[src/rtl/afe_cal_pkg.sv]
// Shared constants and helpers for the AFE calibration twin.
// Holds capacitor phase codes, sample widths, saturation value and LFSR setup.
// No logic of its own; imported by the sampler and the top.
package afe_cal_pkg;

  localparam int SAMPLE_W = 20;
  localparam int ITOT_W   = 11;

  typedef enum logic [1:0] {
    C_OPEN    = 2'd0,
    C_SHARE   = 2'd1,
    C_SAMPLE  = 2'd2,
    C_ILLEGAL = 2'd3
  } phase_e;

  // Open diode stack reads as a rail-high sample.
  localparam logic [SAMPLE_W-1:0] SAT = 20'hFFFFF;

  // Fibonacci LFSR, taps 16,14,13,11 (bits 15,13,12,10).
  localparam logic [15:0] LFSR_SEED = 16'hACE1;
  localparam logic [15:0] LFSR_TAPS = 16'hB400;

  function automatic logic [3:0] popcount8(input logic [7:0] v);
    logic [3:0] c;
    c = 4'd0;
    for (int i = 0; i < 8; i++) c = c + {3'b000, v[i]};
    return c;
  endfunction

  // More parallel diodes -> lower current density -> smaller voltage swing.
  function automatic logic [1:0] stack_shift(input logic [3:0] n);
    if (n <= 4'd1)      return 2'd0;
    else if (n == 4'd2) return 2'd1;
    else if (n <= 4'd4) return 2'd2;
    else                return 2'd3;
  endfunction

endpackage

[src/rtl/afe_cal_sampler.sv]
// Diode sample computation plus s1/s2 capture registers and pending-evaluation flag.
// Latency: captures land on the clock edge where the phase code is presented.
// Backpressure: none; eval_fire is held off while s2 keeps being re-captured.
// Ports: clk/reset, bus inputs (res_n, diode, ib, ibf, c1, c2), eval_fire, s1_o, s2_o.
module afe_cal_sampler
  import afe_cal_pkg::*;
#(
  parameter logic [SAMPLE_W-1:0] VBE0       = 20'd40000,
  parameter logic [7:0]          DIODE_GAIN = 8'd4
) (
  input  logic                clk,
  input  logic                reset,
  input  logic                res_n,
  input  logic [7:0]          diode,
  input  logic [7:0]          ib,
  input  logic [7:0]          ibf,
  input  logic [1:0]          c1,
  input  logic [1:0]          c2,
  output logic                eval_fire,
  output logic [SAMPLE_W-1:0] s1_o,
  output logic [SAMPLE_W-1:0] s2_o
);

  logic [ITOT_W-1:0]   itot;
  logic [3:0]          n;
  logic [1:0]          sh;
  logic [SAMPLE_W-1:0] scaled;
  logic [SAMPLE_W-1:0] sample;
  logic                cap1;
  logic                cap2;
  logic                eval_pend;

  assign itot   = {1'b0, ib, 2'b00} + {3'b000, ibf};
  assign n      = popcount8(diode);
  assign sh     = stack_shift(n);
  assign scaled = (SAMPLE_W'(itot) * SAMPLE_W'(DIODE_GAIN)) >> sh;
  assign sample = (n == 4'd0) ? SAT : VBE0 + scaled;

  // Both caps sampling at once is a collision: neither capture happens.
  assign cap1 = (c1 == C_SAMPLE) && (c2 != C_SAMPLE) && res_n;
  assign cap2 = (c2 == C_SAMPLE) && (c1 != C_SAMPLE);

  // A fresh s2 capture defers evaluation so the newest sample is compared once.
  assign eval_fire = eval_pend && !cap2;

  always_ff @(posedge clk) begin
    if (reset) begin
      s1_o      <= VBE0;
      s2_o      <= VBE0;
      eval_pend <= 1'b0;
    end else begin
      if (cap1) s1_o <= sample;
      if (cap2) begin
        s2_o      <= sample;
        eval_pend <= 1'b1;
      end else if (eval_fire) begin
        eval_pend <= 1'b0;
      end
    end
  end

endmodule

[config.mk]
export PLATFORM = sky130hd
export DESIGN_NAME = afe_cal_sampler
export DESIGN_NICKNAME = d
export VERILOG_FILES = /design/src/rtl/afe_cal_pkg.sv /design/src/rtl/afe_cal_sampler.sv
export SDC_FILE = /design/constraint.sdc
export NUM_CORES = 1
export LEC_CHECK = 0
export ABC_AREA = 1
export CAP_MARGIN = 20
export CORE_UTILIZATION = 45
export CTS_CLUSTER_SIZE = 12
export DETAILED_ROUTE_END_ITERATION = 10
export PLACE_DENSITY = 0.77
export SYNTH_ARGS = -nofsm -noshare
export SYNTH_HDL_FRONTEND = slang
export SYNTH_SLANG_ARGS = --single-unit
[constraint.sdc]
create_clock -name clk -period 6.04 [get_ports clk]
set_input_delay 1.812 -clock clk [delete_from_list [all_inputs] [get_ports clk]]
set_output_delay 1.812 -clock clk [all_outputs]
set_load 0.02 [all_outputs]
==> flow_metrics.env <==
export IMPL_status="finished clean"
export IMPL_drtPass1Iterations=4
export IMPL_ys_seq_area_share_pct=26.2
export IMPL_root_buffer="clkbuf_8"
export IMPL_r2r_end="s2_o[8]$_SDFFE_PP0P_"
export IMPL_drtIter0Drc=96
export IMPL_critical_path_required_ns=6.21
export IMPL_worst_slew_pin_slew_ns=0.671
export IMPL_core_um2=5070
export IMPL_synth_top_area_share_pct=26.2
export IMPL_clkPwrFrac_pct=18.7
export IMPL_grt_setup_unrepaired="no"
export IMPL_grt_max_degree=22
export IMPL_maxSlewViolCount=0
export IMPL_hp_class="reg -> reg"
export IMPL_end_kind="flip-flop"
export IMPL_crit_slowest_cell="fa_1"
export IMPL_io_buffers=69
export IMPL_fin_crit_sh_pct=96.2
export IMPL_syn_avg_cell_area_um2=6.74
export IMPL_switchingPower_mw=0.509
export IMPL_die_y_um=74.6
export IMPL_ff2ff_setup_slack_ns=5.28
export IMPL_place_congestion=0.858
export IMPL_ant_nets=0
export IMPL_vias_per_cell=4.85
export IMPL_n_antenna_cell=0
export IMPL_top_level_ports=72
export IMPL_cts_hold_buf=0
export IMPL_synth_area_um2=2370
export IMPL_p_leak_nw=1.59
export IMPL_synth_cells=352
export IMPL_wl_um=5590
export IMPL_p_sw_share_pct=45.0
export IMPL_clockBufferDepth=2
export IMPL_area_delta_synth_final_pct=34.8
export IMPL_reg2reg_depth=4
export IMPL_cp_arrival_ns=5.98
export IMPL_synth_seq_cells=31
export IMPL_place_hpwl_um=4280
export IMPL_final_setup_viol_count=0
export IMPL_timing_setup_tns_ns=0
export IMPL_crit_start="diode[0]"
export IMPL_synth_cell_types=37
export IMPL_layout_nets=463
export IMPL_fp_dieW_um=74.6
export IMPL_cts_setup_buffers=0
export IMPL_p_per_area_nw_per_um2=354
export IMPL_initial_core_util_pct=46.7
export IMPL_seq_power_share_pct=20.5
export IMPL_yosys_top_cells_count="nand2_1, inv_1, nor2_1"
export IMPL_comb_power_share_pct=60.8
export IMPL_crit_fanout=7
export IMPL_yosysWarningCount=0
export IMPL_crit_path_end="s2_o[8]$_SDFFE_PP0P_"
export IMPL_synth_area_leaders="dfxtp_1, nand2_1, inv_1"
export IMPL_rows=26
export IMPL_clock_fmax_mhz=172
export IMPL_avgRoutedWirePerCell_um=11.5
export IMPL_power_mw=1.13
export IMPL_antenna_found_initial=0
export IMPL_post_route_min_period_ns=5.81
export IMPL_overflow=0
export IMPL_yosysMostFrequentCell="nand2_1"
export IMPL_cts_inserted_buffers=5
export IMPL_intPower_mw=0.623
export IMPL_die_area_um2=5560
export IMPL_max_stage_delay_ns=0.54
export IMPL_path_cells="clkdlybuf4s50_1, inv_1, fa_1, fa_1, fa_1, inv_1, ha_1, inv_1, fa_1, inv_1, nor2_1, nand2_1, nand2_4, inv_4, nand2_1, nand3_1, nand2_1, inv_2, ha_1, xor2_1, o21ai_0, inv_1"
export IMPL_drive_gt1_share_pct=12.2
export IMPL_finClkSkew_ns=0
export IMPL_global_route_usage_total_pct=21.4
export IMPL_drcViolationCount=0
export IMPL_cap_violations=0
export IMPL_synth_ff_type="dfxtp_1"
export IMPL_cpMostUsedCell="inv_1"
export IMPL_startpoint_type="input port"
export IMPL_post_cts_resized=0
export IMPL_async_reset_ff_share_pct=0
export IMPL_h_tree_depth=2
export IMPL_yosysTopAreaCell="dfxtp_1"
export IMPL_vias=2366
export IMPL_hold_viol_final=0
export IMPL_cts_sinks=31
export IMPL_synth_edff_count=0
export IMPL_clkTransAtPathRegs_ns=0.07
export IMPL_reg2reg_from="s2_o[8]$_SDFFE_PP0P_"
export IMPL_grt_pass1_vias=2178
export IMPL_critPathKind="in -> reg"
export IMPL_grt_pass1_wl_um=9350
export IMPL_cts_tree="done"
export IMPL_clock_latency_ns=0.28
export IMPL_ir_drop_mv=0.220
export IMPL_hold_ws_ns=0.468
export IMPL_slew_headroom_pct=55.1
cell families after synthesis:
logic type / synth area share (%)
fa+ha+maj: 9.50
other cells: 0.158
simple gates: 33.5
buf+inv: 16.5
xor+xnor: 1.11
flops: 26.2
compound gates: 12.7
mux: 0.422
through the flow:
| stage | worst slack [ns] | util [%] | instances | area, µm² |
|---|---|---|---|---|
| 2_1_floorplan | 0.643 | - | 353 | 2370 |
| 3_3_place_gp | 0.0626 | 60.7 | 480 | 3080 |
| 3_5_place_dp | -0.0356 | 60.7 | 480 | 3080 |
| 4_1_cts | 0.234 | 63.0 | 488 | 3200 |
| 5_1_grt | 0.0226 | 63.0 | 488 | 3200 |
| 6_report | 0.231 | 63.0 | 488 | 3200 |
power groups by stage:
stage | clock network (mW) | logic, mW | registers (mW)
2_1_floorplan | 0 | 0.493 | 0.256
3_3_place_gp | 0 | 0.666 | 0.236
3_5_place_dp | 0 | 0.681 | 0.236
4_1_cts | 0.216 | 0.688 | 0.232
5_1_grt | 0.224 | 0.760 | 0.233
6_report | 0.212 | 0.688 | 0.232
sequential cells by signal (all words and copies together), names as in the netlist:
| register | cells |
|---|---|
| s1_o | 15 |
| eval_pend | 1 |
| s2_o | 15 |
worst min path at each step:
| stage | slack [ns] | end | start | cells past startpoint |
|---|---|---|---|---|
| 6_report | 0.47 | s1_o[10]$_SDFFE_PP1P_ | s1_o[10]$_SDFFE_PP1P_ | 2 |
| 5_1_grt | 0.51 | s2_o[10]$_SDFFE_PP1P_ | s2_o[10]$_SDFFE_PP1P_ | 2 |
| 4_1_cts | 0.47 | s1_o[10]$_SDFFE_PP1P_ | s1_o[10]$_SDFFE_PP1P_ | 2 |
| 3_5_place_dp | 0.46 | s1_o[10]$_SDFFE_PP1P_ | s1_o[10]$_SDFFE_PP1P_ | 2 |
| 3_3_place_gp | 0.45 | s1_o[10]$_SDFFE_PP1P_ | s1_o[10]$_SDFFE_PP1P_ | 2 |
| 2_1_floorplan | 0.60 | s2_o[11]$_SDFFE_PP1P_ | s2_o[11]$_SDFFE_PP1P_ | 2 |
placed cells by master, fill, tap and decap left out, drive strengths merged, types with 2 or more instances in the layout:
cell	Yosys	routed
inv	64	64
or2	2	2
clkbuf	5	6
nand4	3	3
o211ai	2	2
a21oi	20	20
o21ai	29	29
nor2	40	40
nand2	80	80
dfxtp	31	31
ha	10	10
clkinv	2	3
clkdlybuf4s50	0	69
xor2	2	2
nand3	35	35
buf	15	8
conb	1	2
fa	5	5
metal layers:
layer / part of all wire [%] / GRT usage [%]
met1: 47 / 27.6
met2: 49 / 37.7
met3: 3.4 / 3.25
met4: 0.72 / 4.40
met5: 0 / 0
critical path: cells and delay by family:
kind                     cells  cell delay [ns]
adder cells (fa/ha/maj)      6             2.26
buffers and inverters        8             0.86
AND/OR/NAND/NOR              6             0.64
AO/OA/AOI/OAI                1             0.21
XOR/XNOR                     1             0.19
cell type report:
type,instances,area (µm²)
flip-flops and latches,31,621
well taps,70,87.6
repair buffers,77,751
fillers,510,1880
inverters,66,255
multi-input cells,236,1360
clock inverters,2,35.0
clock buffers,6,82.6
Power figures use the tool's default switching activity.
